<file path="src/rtl/nes_mem_arbiter_if.sv">
// External memory port: req/ack handshake with registered request fields.
// The arbiter drives the master side, the memory controller the slave side.
interface nes_mem_arbiter_if #(
    parameter int ADDR_W = 22,
    parameter int DATA_W = 8
);
    logic              req;
    logic              we;
    logic [ADDR_W-1:0] addr;
    logic [DATA_W-1:0] wdata;
    logic              ack;
    logic [DATA_W-1:0] rdata;

    modport master (output req, we, addr, wdata, input ack, rdata);
    modport slave  (input req, we, addr, wdata, output ack, rdata);
endinterface

</file>
<file path="src/rtl/nes_mem_arbiter.sv">
// Shares one memory port between the NES CPU (rd/wr) and PPU (rd): latches strobes,
// serialises them with PPU priority bounded by a CPU anti-starvation streak limit.
module nes_mem_arbiter #(
    parameter int ADDR_W         = 22,
    parameter int DATA_W         = 8,
    parameter int MAX_PPU_STREAK = 4
) (
    input  logic              clk,
    input  logic              reset,
    input  logic              cpu_rd,
    input  logic              cpu_wr,
    input  logic [ADDR_W-1:0] cpu_addr,
    input  logic [DATA_W-1:0] cpu_wdata,
    input  logic              ppu_rd,
    input  logic [ADDR_W-1:0] ppu_addr,
    output logic [DATA_W-1:0] cpu_din,
    output logic [DATA_W-1:0] ppu_din,
    output logic              cpu_done,
    output logic              ppu_done,
    output logic              cpu_busy,
    output logic              ppu_busy,
    output logic              overrun,
    nes_mem_arbiter_if.master mem
);
    localparam int SW = $clog2(MAX_PPU_STREAK + 1);

    typedef struct packed {
        logic              pend;
        logic              we;
        logic [ADDR_W-1:0] addr;
        logic [DATA_W-1:0] wdata;
    } slot_t;

    typedef enum logic {IDLE, BUSY} state_t;

    state_t            state, state_nxt;
    slot_t             cpu_slot, ppu_slot, cpu_eff, ppu_eff;
    logic              cpu_stb, grant, gnt_cpu, ack_fire, owner_cpu;
    logic [SW-1:0]     streak;
    logic              we_q;
    logic [ADDR_W-1:0] addr_q;
    logic [DATA_W-1:0] wdata_q;

    assign cpu_stb  = cpu_rd | cpu_wr;
    assign cpu_busy = cpu_slot.pend;
    assign ppu_busy = ppu_slot.pend;

    assign mem.req   = (state == BUSY);
    assign mem.we    = we_q;
    assign mem.addr  = addr_q;
    assign mem.wdata = wdata_q;

    // Effective slot view includes a strobe arriving this cycle, so an idle
    // arbiter can grant it on the same edge that captures it.
    always_comb begin
        cpu_eff = cpu_slot;
        ppu_eff = ppu_slot;
        if (!cpu_slot.pend && cpu_stb)
            cpu_eff = '{pend: 1'b1, we: cpu_wr, addr: cpu_addr, wdata: cpu_wdata};
        if (!ppu_slot.pend && ppu_rd)
            ppu_eff = '{pend: 1'b1, we: 1'b0, addr: ppu_addr, wdata: '0};
    end

    always_ff @(posedge clk or posedge reset) begin
        if (reset) state <= IDLE;
        else       state <= state_nxt;
    end

    always_comb begin
        state_nxt = state;
        grant     = 1'b0;
        gnt_cpu   = 1'b0;
        ack_fire  = 1'b0;
        case (state)
            IDLE: if (cpu_eff.pend || ppu_eff.pend) begin
                grant     = 1'b1;
                gnt_cpu   = cpu_eff.pend && (!ppu_eff.pend || streak == SW'(MAX_PPU_STREAK));
                state_nxt = BUSY;
            end
            BUSY: if (mem.ack) begin
                ack_fire  = 1'b1;
                state_nxt = IDLE;
            end
            default: state_nxt = IDLE;
        endcase
    end

    always_ff @(posedge clk or posedge reset) begin
        if (reset) begin
            cpu_slot <= '0;
            ppu_slot <= '0;
            overrun  <= 1'b0;
        end else begin
            cpu_slot <= cpu_eff;
            ppu_slot <= ppu_eff;
            if (ack_fire && owner_cpu)  cpu_slot.pend <= 1'b0;
            if (ack_fire && !owner_cpu) ppu_slot.pend <= 1'b0;
            if ((cpu_stb && cpu_slot.pend) || (ppu_rd && ppu_slot.pend))
                overrun <= 1'b1;
        end
    end

    always_ff @(posedge clk or posedge reset) begin
        if (reset) begin
            owner_cpu <= 1'b0;
            streak    <= '0;
            we_q      <= 1'b0;
            addr_q    <= '0;
            wdata_q   <= '0;
            cpu_done  <= 1'b0;
            ppu_done  <= 1'b0;
            cpu_din   <= '0;
            ppu_din   <= '0;
        end else begin
            cpu_done <= 1'b0;
            ppu_done <= 1'b0;
            if (grant) begin
                owner_cpu <= gnt_cpu;
                if (gnt_cpu) begin
                    we_q    <= cpu_eff.we;
                    addr_q  <= cpu_eff.addr;
                    wdata_q <= cpu_eff.wdata;
                    streak  <= '0;
                end else begin
                    we_q    <= 1'b0;
                    addr_q  <= ppu_eff.addr;
                    wdata_q <= '0;
                    if (!cpu_eff.pend)
                        streak <= '0;
                    else if (streak != SW'(MAX_PPU_STREAK))
                        streak <= streak + 1'b1;
                end
            end
            if (ack_fire) begin
                if (owner_cpu) begin
                    cpu_done <= 1'b1;
                    if (!we_q) cpu_din <= mem.rdata;
                end else begin
                    ppu_done <= 1'b1;
                    ppu_din  <= mem.rdata;
                end
            end
        end
    end
endmodule

</file>
<file path="src/flat_wrapper.sv">
// flat-port wrapper written by rule: the top's interface ports become plain ports
module nes_mem_arbiter_flat 
#(
    parameter int ADDR_W         = 22,
    parameter int DATA_W         = 8,
    parameter int MAX_PPU_STREAK = 4
)
  (clk, reset, cpu_rd, cpu_wr, cpu_addr, cpu_wdata, ppu_rd, ppu_addr, cpu_din, ppu_din, cpu_done, ppu_done, cpu_busy, ppu_busy, overrun, mem_req, mem_we, mem_addr, mem_wdata, mem_ack, mem_rdata);
  nes_mem_arbiter_if #(.ADDR_W(ADDR_W), .DATA_W(DATA_W)) mem_i ();
  input  logic clk;
  input  logic reset;
  input  logic cpu_rd;
  input  logic cpu_wr;
  input  logic [ADDR_W-1:0] cpu_addr;
  input  logic [DATA_W-1:0] cpu_wdata;
  input  logic ppu_rd;
  input  logic [ADDR_W-1:0] ppu_addr;
  output logic [DATA_W-1:0] cpu_din;
  output logic [DATA_W-1:0] ppu_din;
  output logic cpu_done;
  output logic ppu_done;
  output logic cpu_busy;
  output logic ppu_busy;
  output logic overrun;
  output wire logic [$bits(mem_i.req)-1:0] mem_req;
  output wire logic [$bits(mem_i.we)-1:0] mem_we;
  output wire logic [$bits(mem_i.addr)-1:0] mem_addr;
  output wire logic [$bits(mem_i.wdata)-1:0] mem_wdata;
  input wire logic [$bits(mem_i.ack)-1:0] mem_ack;
  input wire logic [$bits(mem_i.rdata)-1:0] mem_rdata;
  assign mem_req = mem_i.req;
  assign mem_we = mem_i.we;
  assign mem_addr = mem_i.addr;
  assign mem_wdata = mem_i.wdata;
  assign mem_i.ack = mem_ack;
  assign mem_i.rdata = mem_rdata;
  nes_mem_arbiter #(.ADDR_W(ADDR_W), .DATA_W(DATA_W), .MAX_PPU_STREAK(MAX_PPU_STREAK)) u_core (.clk(clk), .reset(reset), .cpu_rd(cpu_rd), .cpu_wr(cpu_wr), .cpu_addr(cpu_addr), .cpu_wdata(cpu_wdata), .ppu_rd(ppu_rd), .ppu_addr(ppu_addr), .cpu_din(cpu_din), .ppu_din(ppu_din), .cpu_done(cpu_done), .ppu_done(ppu_done), .cpu_busy(cpu_busy), .ppu_busy(ppu_busy), .overrun(overrun), .mem(mem_i));
endmodule
</file>
<file path="config.mk">
export PLATFORM = sky130hd
export DESIGN_NAME = nes_mem_arbiter_flat
export DESIGN_NICKNAME = d
export VERILOG_FILES = /design/src/rtl/nes_mem_arbiter_if.sv /design/src/rtl/nes_mem_arbiter.sv /design/src/flat_wrapper.sv
export SDC_FILE = /design/constraint.sdc
export NUM_CORES = 1
export LEC_CHECK = 0
export CAP_MARGIN = 0
export CELL_PAD_IN_SITES_DETAIL_PLACEMENT = 1
export CELL_PAD_IN_SITES_GLOBAL_PLACEMENT = 2
export CORE_ASPECT_RATIO = 0.9
export CORE_MARGIN = 3
export CORE_UTILIZATION = 32
export DETAILED_ROUTE_END_ITERATION = 8
export PLACE_DENSITY_LB_ADDON = 0.1
export SETUP_SLACK_MARGIN = 0.1
export SYNTH_ARGS = -nofsm -noshare
export SYNTH_HDL_FRONTEND = slang
export SYNTH_SLANG_ARGS = --single-unit
</file>
<file path="constraint.sdc">
create_clock -name clk -period 4 [get_ports clk]
set_input_delay 0.8 -clock clk [delete_from_list [all_inputs] [get_ports clk]]
set_output_delay 0.8 -clock clk [all_outputs]
set_load 0.005 [all_outputs]
</file>
==> results.json <==
{
  "status": "complete, no violations",
  "pwr-share-comb_pct": 40.1,
  "hpwl_um": 7423,
  "cp.required_ns": 4.27,
  "portBuffers": 118,
  "post_cts_resized": 0,
  "layout.nets": 512,
  "cts_num_sinks": 110,
  "slew_violations": 0,
  "clk_path_buf_depth": 2,
  "holdCritPathClass": "flop to flop",
  "synthXorXnorAreaFrac_pct": 0,
  "drt_pass1_iterations": 4,
  "synth.avg_cell_area_sq_um": 13.85,
  "diodes": 0,
  "muxShareOfSynthArea_pct": 22.47,
  "grt_pass1_vias": 3244,
  "antenna_found_initial": 0,
  "fmax_ghz": 0.3849,
  "insertion_delay_ns": 0.34,
  "synth-adder-area-share_pct": 0.5576,
  "finalSetupTns_ns": 0,
  "ys_seq_area_share_pct": 61.33,
  "synth_top_family_by_area": "multiplexers",
  "die_w_um": 130.8,
  "skew_ns": 0.005378,
  "cts_hold_buf": 0,
  "fin_cells": 617,
  "yosys.area.top_type": "dfrtp_1",
  "ys.flop_type": "dfrtp_1",
  "period_minus_slack_ns": 2.598,
  "grt_max_degree": 62,
  "postCtsSetupRepairBufs": 0,
  "drive_above_1_share_pct": 19.82,
  "worstSetupEndpointType": "flop",
  "irDropWorstVdd_mv": 0.3318,
  "critical_path_class": "input pin to flop",
  "start_util_pct": 33.21,
  "ys_ff_latch": 110,
  "power.density_mw_per_mm2": 750.3,
  "p_leak_nw": 2.717,
  "rsz0062_at_grt": "no",
  "setup_viol": 0,
  "htreeDepth": 3,
  "worst_pin_slew_ns": 0.6406,
  "synth_most_common_cell": "dfrtp_1",
  "period_share_pct": 64.96,
  "post_drt_wl_per_cell_um": 17.13,
  "vias_per_cell": 4.669,
  "slew_headroom_pct": 57.29,
  "synthTopCellsByCount": "dfrtp_1 (110), nand2_1 (50), mux2_2 (30), mux2_4 (30), o21ai_1 (25)",
  "area_growth_pct": 36.16,
  "num_vias": 2881,
  "synth_nets": 392,
  "synth.area.top_cells": "dfrtp_1 (61%), mux2_4 (10%), mux2_2 (7.5%), mux2i_1 (4.9%), nand2_1 (4.2%)",
  "rows": 40,
  "cts_inserted_buffers": 9,
  "ios": 119,
  "finish.utilization_pct": 45.22,
  "drv_cap": 0,
  "routed_wl_um": 10570,
  "cts_tree": "done",
  "core_area_sq_mm": 0.01351,
  "cp.arrival_ns": 2.87,
  "ys_async_sr_fraction_pct": 100.0,
  "dp.cells": 601,
  "p_sw_share_pct": 30.62,
  "drt_iter0_drc": 97,
  "syn_inst": 324,
  "critPathMaxFanout": 30,
  "finalHoldViolCount": 0,
  "clockPowerShare_pct": 18.4,
  "netlist_area_sq_mm": 0.004488,
  "gp_congestion": 0.6887,
  "drc": 0,
  "synth_top_area_share_pct": 61.33,
  "clk_pin_slew_ns": 0.08,
  "gr-usage-all-layers_pct": 14.20,
  "power_switching_w": 0.001404,
  "yosys_warnings": 0,
  "overflow": 0,
  "yosysUniqueCellTypes": 28,
  "fillCellCount": 1415,
  "yosys.area_share.simple_pct": 6.133,
  "synth_compound_gate_area_share_pct": 6.133,
  "die_area_sq_mm": 0.01548,
  "seqPwrFrac_pct": 41.4,
  "root_buffer": "clkbuf_16",
  "intPower_w": 0.003181,
  "grt_pass1_wl_um": 17130,
  "ant_nets": 0,
  "p_total_w": 0.004585,
  "synth-edff-count": 0,
  "start_kind": "input pin",
  "die_h_um": 118.4,
  "rrSetupSlack_ns": 1.97
}
[state kept, by name, summed over array words and instances, names as in the netlist, 3 cells and up]
name / count
u_core.cpu_din: 8
u_core.cpu_slot: 31
u_core.mem.addr: 22
u_core.mem.wdata: 8
u_core.ppu_din: 8
u_core.ppu_slot: 22
u_core.streak: 3
[cells by family after synthesis]
kind of cell | after synthesis
compound gates | 44
mux | 82
simple gates | 63
flops | 110
buf+inv | 23
fa+ha+maj | 2
[routing by layer]
metal  share of wire, %  global-route usage, %
met1                 46                  18.80
met3                6.9                  4.880
met4                1.2                  3.856
met5                  0                      0
met2                 46                  22.16
[cell usage in the layout (no fill, tap or decap), types with 3 or more instances in the layout]
cell             netlist  routed
clkinv_4               0       3
mux2_2                30      30
buf_4                  4       6
nand2_1               50      50
mux2i_1               22      22
nor2_1                 5       5
inv_1                  6       5
o21ai_1               25      25
a22o_1                 9       9
mux2_4                30      30
dfrtp_1              110     110
clkbuf_16              0       9
clkdlybuf4s50_1        0     118
o21ai_0                4       4
[area by class of cell]
type                    instances  area (sq um)  area share (%)
flip-flops and latches        110          2753           45.05
multi-input cells             191          1592           26.04
repair buffers                125          1246           20.39
clock buffers                   9         225.2           3.686
well taps                     168         210.2           3.440
clock inverters                 7         56.30          0.9214
inverters                       7         28.78          0.4709
[per-stage QoR]
stage | worst slack (ns) | hold WS (ns) | instance area, sq um
after CTS | 1.363 | 0.4888 | 6111
after global routing | 1.207 | 0.5052 | 6111
final | 1.402 | 0.4813 | 6111
after detailed placement | 0.9909 | 0.4707 | 5829
after floorplan | 0.2977 | 0.4541 | 4488
after global placement | 1.085 | 0.4568 | 5829
[final timing paths]
path,start,endpoint,cells past startpoint
max,cpu_wr,u_core.mem.addr[4],6
min,u_core.ppu_din[5],u_core.ppu_din[5],2
max reg2reg,u_core.cpu_busy,u_core.mem.addr[4],5
min reg2reg,u_core.ppu_din[5],u_core.ppu_din[5],2
max in group asynchronous,reset,u_core.cpu_slot[29],3
min in group asynchronous,reset,u_core.ppu_din[0],2
[power by group through the flow]
stage          combinational, W  clock [W]  sequential, W
2_1_floorplan           0.00109          0        0.00188
3_3_place_gp            0.00183          0        0.00191
3_5_place_dp            0.00187          0        0.00193
4_1_cts                 0.00189   0.000890        0.00191
5_1_grt                 0.00204   0.000933        0.00197
6_report                0.00184   0.000846        0.00190
[critical path, stage by stage]
cell and delay, ns:
clkdlybuf4s50_1 0.54, nor3_4 0.38, a21o_2 0.54, buf_4 0.40
nand2_1 0.10, o21ai_1 0.09
No activity file was read; power rests on OpenSTA's default activity.
